$ cat src/rtl/round_key_store_pkg.sv
// Shared constants, state encoding and byte helpers for the AES-128
// round-key store and the schedule stage it sequences.
package round_key_store_pkg;

   localparam int KEY_W        = 128;
   localparam int NUM_ROUNDS   = 10;
   localparam int FLAG_TIMEOUT = 16;
   localparam logic [7:0] RCON_INIT = 8'h01;

   typedef enum logic [1:0] {
      ST_IDLE   = 2'd0,
      ST_EXPAND = 2'd1,
      ST_DONE   = 2'd2
   } state_t;

   // Multiply by x in GF(2^8); advances the round constant one step.
   function automatic logic [7:0] xtime(input logic [7:0] r);
      return {r[6:0], 1'b0} ^ (r[7] ? 8'h1b : 8'h00);
   endfunction

   // FIPS byte string (byte 0 leftmost) to row/column state layout,
   // where byte 4*row+col lives at bits [8*(4*row+col)+:8].
   function automatic logic [KEY_W-1:0] to_state(input logic [KEY_W-1:0] fips);
      logic [KEY_W-1:0] s;
      s = '0;
      for (int i = 0; i < 16; i++) begin
         s[8*(4*(i%4) + (i/4)) +: 8] = fips[KEY_W-1-8*i -: 8];
      end
      return s;
   endfunction

endpackage

$ cat src/rtl/round_key_store_if.sv
// Bundle of the store's control, schedule-link and read-port signals.
// The master side is the cipher controller plus the attached schedule;
// the slave side is the round-key store itself.
interface round_key_store_if;
   import round_key_store_pkg::*;

   logic             start;
   logic [KEY_W-1:0] cipher_key_i;
   logic [KEY_W-1:0] ks_key_i;
   logic             ks_flag_i;
   logic             ks_en_o;
   logic [7:0]       ks_rcon_o;
   logic [KEY_W-1:0] ks_key_o;
   logic [3:0]       rd_addr;
   logic [KEY_W-1:0] rd_key;
   logic             keys_ready;
   logic             busy;
   logic             err_o;

   modport master (
      output start, cipher_key_i, ks_key_i, ks_flag_i, rd_addr,
      input  ks_en_o, ks_rcon_o, ks_key_o, rd_key, keys_ready, busy, err_o
   );

   modport slave (
      input  start, cipher_key_i, ks_key_i, ks_flag_i, rd_addr,
      output ks_en_o, ks_rcon_o, ks_key_o, rd_key, keys_ready, busy, err_o
   );

endinterface

$ cat src/rtl/round_key_store.sv
// Sequencer and key RAM around the AES-128 key-schedule stage.
// Loads the cipher key, steps the schedule one round per Key_flag by
// feeding each captured round key back as the next input, and holds all
// round keys for random-access reads by the cipher datapath.
module round_key_store
   import round_key_store_pkg::*;
(
   input  logic             clk,
   input  logic             rst,
   round_key_store_if.slave bus
);

   localparam int SLOTS = NUM_ROUNDS + 1;
   localparam int CNT_W = $clog2(FLAG_TIMEOUT);

   state_t           state;
   state_t           next_state;
   logic [3:0]       round;
   logic [CNT_W-1:0] wd_cnt;
   logic [KEY_W-1:0] slot [SLOTS];

   logic             load;
   logic             capture;
   logic             finish;
   logic             timeout;

   logic             en_q;
   logic [7:0]       rcon_q;
   logic [KEY_W-1:0] key_q;
   logic [KEY_W-1:0] rd_q;
   logic             ready_q;
   logic             busy_q;
   logic             err_q;

   // FSM state register.
   always_ff @(posedge clk or posedge rst) begin
      if (rst) begin
         state <= ST_IDLE;
      end else begin
         state <= next_state;
      end
   end

   // Next state and one-cycle action strobes; the finishing cycle after the
   // last capture takes priority so a late flag cannot start an extra round.
   always_comb begin
      next_state = state;
      load       = 1'b0;
      capture    = 1'b0;
      finish     = 1'b0;
      timeout    = 1'b0;
      case (state)
         ST_IDLE, ST_DONE: begin
            if (bus.start) begin
               load       = 1'b1;
               next_state = ST_EXPAND;
            end
         end
         ST_EXPAND: begin
            if (round > 4'(NUM_ROUNDS)) begin
               finish     = 1'b1;
               next_state = ST_DONE;
            end else if (bus.ks_flag_i) begin
               capture = 1'b1;
            end else if (wd_cnt == CNT_W'(FLAG_TIMEOUT - 1)) begin
               timeout    = 1'b1;
               next_state = ST_IDLE;
            end
         end
         default: begin
            next_state = ST_IDLE;
         end
      endcase
   end

   // Round index and flag watchdog; both restart on start and each flag.
   always_ff @(posedge clk or posedge rst) begin
      if (rst) begin
         round  <= 4'd0;
         wd_cnt <= '0;
      end else if (load) begin
         round  <= 4'd1;
         wd_cnt <= '0;
      end else if (capture) begin
         round  <= round + 4'd1;
         wd_cnt <= '0;
      end else if (state == ST_EXPAND && !finish && !timeout) begin
         wd_cnt <= wd_cnt + CNT_W'(1);
      end
   end

   // Key RAM: slot 0 takes the cipher key, slot[round] the schedule output.
   always_ff @(posedge clk or posedge rst) begin
      if (rst) begin
         for (int i = 0; i < SLOTS; i++) begin
            slot[i] <= '0;
         end
      end else begin
         for (int i = 0; i < SLOTS; i++) begin
            if (load) begin
               slot[i] <= (i == 0) ? bus.cipher_key_i : '0;
            end else if (capture && round == 4'(i)) begin
               slot[i] <= bus.ks_key_i;
            end
         end
      end
   end

   // Schedule drive and status flags; the fed-back key and RCON move on the
   // same edge the flag is sampled so the schedule's next round sees them.
   always_ff @(posedge clk or posedge rst) begin
      if (rst) begin
         en_q    <= 1'b0;
         rcon_q  <= 8'h00;
         key_q   <= '0;
         ready_q <= 1'b0;
         busy_q  <= 1'b0;
         err_q   <= 1'b0;
      end else if (load) begin
         en_q    <= 1'b1;
         rcon_q  <= RCON_INIT;
         key_q   <= bus.cipher_key_i;
         ready_q <= 1'b0;
         busy_q  <= 1'b1;
         err_q   <= 1'b0;
      end else if (capture) begin
         rcon_q <= xtime(rcon_q);
         key_q  <= bus.ks_key_i;
      end else if (finish) begin
         en_q    <= 1'b0;
         busy_q  <= 1'b0;
         ready_q <= 1'b1;
      end else if (timeout) begin
         en_q   <= 1'b0;
         busy_q <= 1'b0;
         err_q  <= 1'b1;
      end
   end

   // Registered read port; indices past the last round return zero.
   always_ff @(posedge clk or posedge rst) begin
      if (rst) begin
         rd_q <= '0;
      end else if (bus.rd_addr <= 4'(NUM_ROUNDS)) begin
         rd_q <= slot[bus.rd_addr];
      end else begin
         rd_q <= '0;
      end
   end

   assign bus.ks_en_o    = en_q;
   assign bus.ks_rcon_o  = rcon_q;
   assign bus.ks_key_o   = key_q;
   assign bus.rd_key     = rd_q;
   assign bus.keys_ready = ready_q;
   assign bus.busy       = busy_q;
   assign bus.err_o      = err_q;

endmodule

$ cat src/flat_wrapper.sv
// flat-port wrapper written by rule: the top's interface ports become plain ports
module round_key_store_flat import round_key_store_pkg::*;
  (clk, rst, bus_start, bus_cipher_key_i, bus_ks_key_i, bus_ks_flag_i, bus_rd_addr, bus_ks_en_o, bus_ks_rcon_o, bus_ks_key_o, bus_rd_key, bus_keys_ready, bus_busy, bus_err_o);
  round_key_store_if bus_i ();
  input  logic clk;
  input  logic rst;
  input wire logic [$bits(bus_i.start)-1:0] bus_start;
  input wire logic [$bits(bus_i.cipher_key_i)-1:0] bus_cipher_key_i;
  input wire logic [$bits(bus_i.ks_key_i)-1:0] bus_ks_key_i;
  input wire logic [$bits(bus_i.ks_flag_i)-1:0] bus_ks_flag_i;
  input wire logic [$bits(bus_i.rd_addr)-1:0] bus_rd_addr;
  output wire logic [$bits(bus_i.ks_en_o)-1:0] bus_ks_en_o;
  output wire logic [$bits(bus_i.ks_rcon_o)-1:0] bus_ks_rcon_o;
  output wire logic [$bits(bus_i.ks_key_o)-1:0] bus_ks_key_o;
  output wire logic [$bits(bus_i.rd_key)-1:0] bus_rd_key;
  output wire logic [$bits(bus_i.keys_ready)-1:0] bus_keys_ready;
  output wire logic [$bits(bus_i.busy)-1:0] bus_busy;
  output wire logic [$bits(bus_i.err_o)-1:0] bus_err_o;
  assign bus_i.start = bus_start;
  assign bus_i.cipher_key_i = bus_cipher_key_i;
  assign bus_i.ks_key_i = bus_ks_key_i;
  assign bus_i.ks_flag_i = bus_ks_flag_i;
  assign bus_i.rd_addr = bus_rd_addr;
  assign bus_ks_en_o = bus_i.ks_en_o;
  assign bus_ks_rcon_o = bus_i.ks_rcon_o;
  assign bus_ks_key_o = bus_i.ks_key_o;
  assign bus_rd_key = bus_i.rd_key;
  assign bus_keys_ready = bus_i.keys_ready;
  assign bus_busy = bus_i.busy;
  assign bus_err_o = bus_i.err_o;
  round_key_store u_core (.clk(clk), .rst(rst), .bus(bus_i));
endmodule
$ cat config.mk
export PLATFORM = sky130hd
export DESIGN_NAME = round_key_store_flat
export DESIGN_NICKNAME = d
export VERILOG_FILES = /design/src/rtl/round_key_store_pkg.sv /design/src/rtl/round_key_store_if.sv /design/src/rtl/round_key_store.sv /design/src/flat_wrapper.sv
export SDC_FILE = /design/constraint.sdc
export NUM_CORES = 2
export LEC_CHECK = 0
export ABC_AREA = 1
export CORE_MARGIN = 4
export CORE_UTILIZATION = 50
export DETAILED_ROUTE_END_ITERATION = 16
export DONT_BUFFER_PORTS = 1
export PLACE_DENSITY_LB_ADDON = 0.12
export SLEW_MARGIN = 20
export SYNTH_ARGS = -nofsm -noshare
export SYNTH_HDL_FRONTEND = slang
export SYNTH_SLANG_ARGS = --single-unit
$ cat constraint.sdc
create_clock -name clk -period 72.1 [get_ports clk]
set_input_delay 14.42 -clock clk [delete_from_list [all_inputs] [get_ports clk]]
set_output_delay 14.42 -clock clk [all_outputs]
set_load 0.05 [all_outputs]
== Word-level counts from Yosys, hierarchy flattened ==
Cells that the tools add are included.
Cells by class
  add/sub/neg operators: 2
  equal/unequal tests: 18
  bitwise operators: 2
  reductions and logical operators: 38
  muxes and demuxes: 63
  order comparisons: 3
Operator list (number)
  2-to-1 mux 128 bit: 27
  binary-select mux 128 bit (select 4 bit): 1
  nonzero test 2 bit: 14
  2-to-1 mux 1 bit: 22
  2-to-1 mux 4 bit: 5
  == test 4 x 3 -> 1 bit (second input constant): 4
  == test 4 bit (second input constant): 4
  2-to-1 mux 8 bit: 2
  logical AND 1 bit: 13
  adder 4 x 1 -> 4 bit (second input constant): 2
  == test 4 x 2 -> 1 bit (second input constant): 2
  2-to-1 mux 2 bit: 4
  XOR 8 bit: 1
  AND reduction 3 bit: 2
  nonzero test 3 bit: 2
  >= comparator 5 bit (second input constant): 1
  2-to-1 mux 5 bit: 1
  NOT 4 -> 5 bit: 1
  == test 4 x 1 -> 1 bit (second input constant): 1
  greater-than comparator 4 bit (second input constant): 1
  <= comparator 4 bit (second input constant): 1
  zero test 4 bit: 1
  != test 2 x 1 -> 1 bit (second input constant): 2
  one-hot mux 2 bit (2 select lines): 1
  9 further kinds: 11
Storage, ports and cells
  input port bits: 264
  flip-flop bits (word level): 1685

== Longest topological paths before layout ==
  word-level depth: 10
  depth in mapped cells: 13

== Worst setup path after synthesis ==
OpenSTA, ideal clock, no wires.
  path type: input to register
  from: input port bus_rd_addr[1]
  to: register u_core.rd_q[102] (netlist: u_core.bus.rd_key[102])
  slack: 56.495 ns
  arrival: 15.540 ns
  stages: 8
  path through: buf_2 -> nand2_1 -> inv_1 -> nor3_1 -> clkbuf_1 -> clkbuf_1 -> nand2_1 -> nand2_1
On the way
  cells in the longest elaborated chain, start to end: 5
  elaborated cells on any way between the ends: 6
RTL lines
  start, declared: RTL line flat_wrapper.sv:11  | input wire logic [$bits(bus_i.rd_addr)-1:0] bus_rd_addr;
  NOT 4 -> 5 bit (implied by the code): RTL line round_key_store.sv:145  | rd_q <= slot[bus.rd_addr];
  binary-select mux 128 bit (select 4 bit): RTL line round_key_store.sv:145
  2-to-1 mux 128 bit (implied by the code) (2 in a row): RTL line round_key_store.sv:145
  2-to-1 mux 128 bit (*): RTL line round_key_store.sv:144  | end else if (bus.rd_addr <= 4'(NUM_ROUNDS)) begin
  end signal, assigned: RTL line round_key_store.sv:145
  end, declared: RTL line round_key_store.sv:30  | logic [KEY_W-1:0] rd_q;
Mark *: on every way between the ends. The rest lies on a longest branch, timed or not. The select of a mux whose other input is x is not followed.
A chain may end at the register's enable or synchronous reset.

==> reports/qor.yml <==
run:
  maxCapViolCount: 0
sta:
  maxSlewHeadroom_pct: -4.651
  fin_crit_sh_pct: 25.09
  rsz0062_at_grt: "no"
  hold_violations: 0
  skew_ns: 0.02955
  setup_viol: 0
  fmax_mhz: 55.28
  whs_ns: 0.5006
  drv_slew: 47
  finalCriticalPeriod_ns: 18.09
  tns_ns: 0
  worst_pin_slew_ns: 1.570
clocking:
  cts_made_buffers: 179
  post_cts_buffers: 0
  clockBufferDepth: 3
  cts_max_level: 4
  cts_tree: "yes"
  clk_pin_slew_ns: 0.06
  clock_latency_ns: 0.81
  cts_sinks: 1685
  cts_resized: 0
  cts_hold_buf: 0
  root_buffer: "clkbuf_16"
critical_path:
  endpoint_kind: "async pin"
  slowest_stage: "buf_4"
  cpPeakStageDelay_ns: 0.84
  r2r_end: "u_core.slot[1219]"
  cp_max_fo: 98
  critical_path.most_common_cell: "buf_4"
  path_cells: "inv_8 > buf_4 > buf_4 > buf_4 > buf_4 > buf_4"
  crit_required_ns: 72.90
  worst-r2r-cell-count: 12
  r2r-start: "u_core.round[0]"
  startpoint_type: "input port"
  criticalPathCategory: "in2async"
  r2r_slack_ns: 67.73
  critPathArrivalTime_ns: 18.89
routing:
  drc: 0
  drtIter0Drc: 7024
  vias_per_cell: 5.801
  wirelength_um: 235200
  antenna_left: 0
  via_count: 64300
  first_pass_iters: 6
  post_drt_wl_per_cell_um: 21.22
hold_path:
  holdPathEnd: "u_core.slot[1256]"
  min-delay-path-class: "reg2reg"
  hold_depth: 2
  hp-start: "u_core.slot[1256]"
floorplan:
  die_y_um: 401.9
  design.core.area_um2: 154200
  rows: 144
  io_pins: 532
  fp.dieW_um: 401.9
  start_util_pct: 50.31
  die-area_um2: 161600
synthesis:
  ys_seq_area_share_pct: 54.34
  synth.lib_cells_used.distinct: 27
  netlist_instances: 9557
  netlist_area_um2: 77590
  yosys_warnings: 0
  ys_ff_latch: 1685
  syn_area_per_cell_um2: 8.119
  syn_nets: 9826
placed_design:
  port_buffers: 0
  dp_hpwl_um: 121600
  post_dp_cell_area_um2: 77100
  place.gp.congestion: 0.7703
pwr:
  ir_worst_vdd_mv: 0.02744
  p_leak_nw: 38.99
  power.density_nw_per_um2: 37.99
global_route:
  overflow: 0
  grt_pass1_wl_um: 369700
  antenna_found_initial: 4
  grt_usage_pct: 28.65
  grt_pass1_vias: 61710
  grt_max_degree: 418
run_status:
  outcome: "finished with violations"
  violations: "slew limit"
final_layout:
  layout.nets: 9177
  synthToLayoutAreaGrowth_pct: 6.998
  n_fill_cell: 14650
  final_area_um2: 83020
  drive_gt1_share_pct: 5.499
## cells in the final DEF (no fill, tap or decap), types with 5 or more instances in the layout
cell type / count
nand2_1: 2173
nand3_1: 1960
dfrtp_1: 1685
o21ai_0: 1397
inv_1: 527
nor2_1: 358
o21ai_1: 250
clkbuf_16: 182
nand4_1: 131
or2_2: 103
buf_4: 79
clkbuf_1: 41
clkbuf_8: 39
clkinv_2: 26
buf_12: 12
nand3_4: 11
bufinv_16: 10
inv_6: 6
ha_1: 5
clkinvlp_4: 5
## registers in the layout, indices dropped and copies added, names as in the netlist
register               flops
u_core.bus.err_o           1
u_core.bus.keys_ready      1
u_core.bus.ks_en_o         1
u_core.bus.ks_key_o      128
u_core.bus.ks_rcon_o       8
u_core.bus.rd_key        128
u_core.round               4
u_core.slot             1408
u_core.state               2
u_core.wd_cnt              4
## cell type report
cell class              count  area (um^2)  area share, %
clock buffers             262         5245          6.317
multi-input cells        6410        29460          35.49
clock inverters            49        610.6         0.7354
inverters                 536         2052          2.472
diodes                      3        7.507       0.009042
repair buffers             96        922.1          1.111
flip-flops and latches   1685        42170          50.79
well taps                2044         2557          3.080
## metrics by stage
step / utilization [%] / cells / setup WS (ns) / total power [mW]
after floorplan: - / 9557 / 10.12 / 2.061
after global placement: 49.97 / 10770 / 53.04 / 2.218
after detailed placement: 49.99 / 10770 / 52.96 / 2.246
after CTS: 53.78 / 11080 / 53.86 / 3.173
after global routing: 53.83 / 11080 / 53.34 / 3.347
final: 53.83 / 11090 / 54.01 / 3.154
## routing by layer
| metal | vias up | routed length [um] | global-route usage [%] |
|---|---|---|---|
| met5 | - | 0 | 0 |
| met4 | 0 | 6038 | 8.152 |
| met3 | 373 | 16220 | 4.679 |
| met2 | 2268 | 108800 | 45.72 |
| met1 | 31500 | 104100 | 40.71 |
| li1 | 30160 | - | - |
## critical path: cells and delay by family
| family | cells | cell delay (ns) |
|---|---|---|
| buffers and inverters | 6 | 4.19 |
## cell families (layout without fill, tap and decap cells)
group                      count (synthesis)  count (layout)  synth area share (%)
AOI/OAI and AO/OA                       1655            1655                 10.68
xor gates and xnor gates                   5               5               0.05643
other                                      0               3                     0
buffers and inverters                   1462             943                 7.908
adders and majority gates                  5               5               0.08062
and+or+nand+nor                         4745            4745                 26.93
DFF                                     1685            1685                 54.34
## power breakdown
part           internal, mW  switching [mW]  total [mW]
logic                 0.220           0.488       0.708
registers              1.21           0.316        1.52
clock network         0.539           0.386       0.925
## worst max path at each step
stage / startpoint / endpoint / slack [ns] / cells after the start
6_report: rst / u_core.slot[1231] / 54.01 / 6
5_1_grt: rst / u_core.slot[1231] / 53.34 / 6
4_1_cts: rst / u_core.slot[212] / 53.86 / 6
3_5_place_dp: rst / u_core.slot[1239] / 52.96 / 6
3_3_place_gp: rst / u_core.slot[1239] / 53.04 / 6
2_1_floorplan: rst / u_core.bus.err_o / 10.12 / 1
## cell usage after synthesis
cell / count / area share (%)
buf_6: 10 / 0.15
clkbuf_1: 432 / 2.1
nand3_2: 3 / 0.039
nor2_1: 358 / 1.7
and2_1: 1 / 0.0081
nand3_1: 1968 / 13
inv_2: 4 / 0.019
buf_1: 64 / 0.31
xnor2_1: 4 / 0.045
o21ai_0: 1397 / 9.0
nor3_1: 1 / 0.0064
buf_2: 401 / 2.6
ha_1: 5 / 0.081
clkinv_1: 1 / 0.0048
inv_1: 531 / 2.6
dfrtp_1: 1685 / 54
xor2_1: 1 / 0.011
nor2_4: 1 / 0.015
o22ai_1: 4 / 0.032
nand2_1: 2177 / 11
or2_2: 103 / 0.83
nand2_4: 1 / 0.015
nor2_2: 1 / 0.0081
buf_4: 19 / 0.18
o21ai_1: 250 / 1.6
nand4_1: 131 / 1.1
a21oi_1: 4 / 0.026
Note: power is estimated with default switching activity, not from simulation.
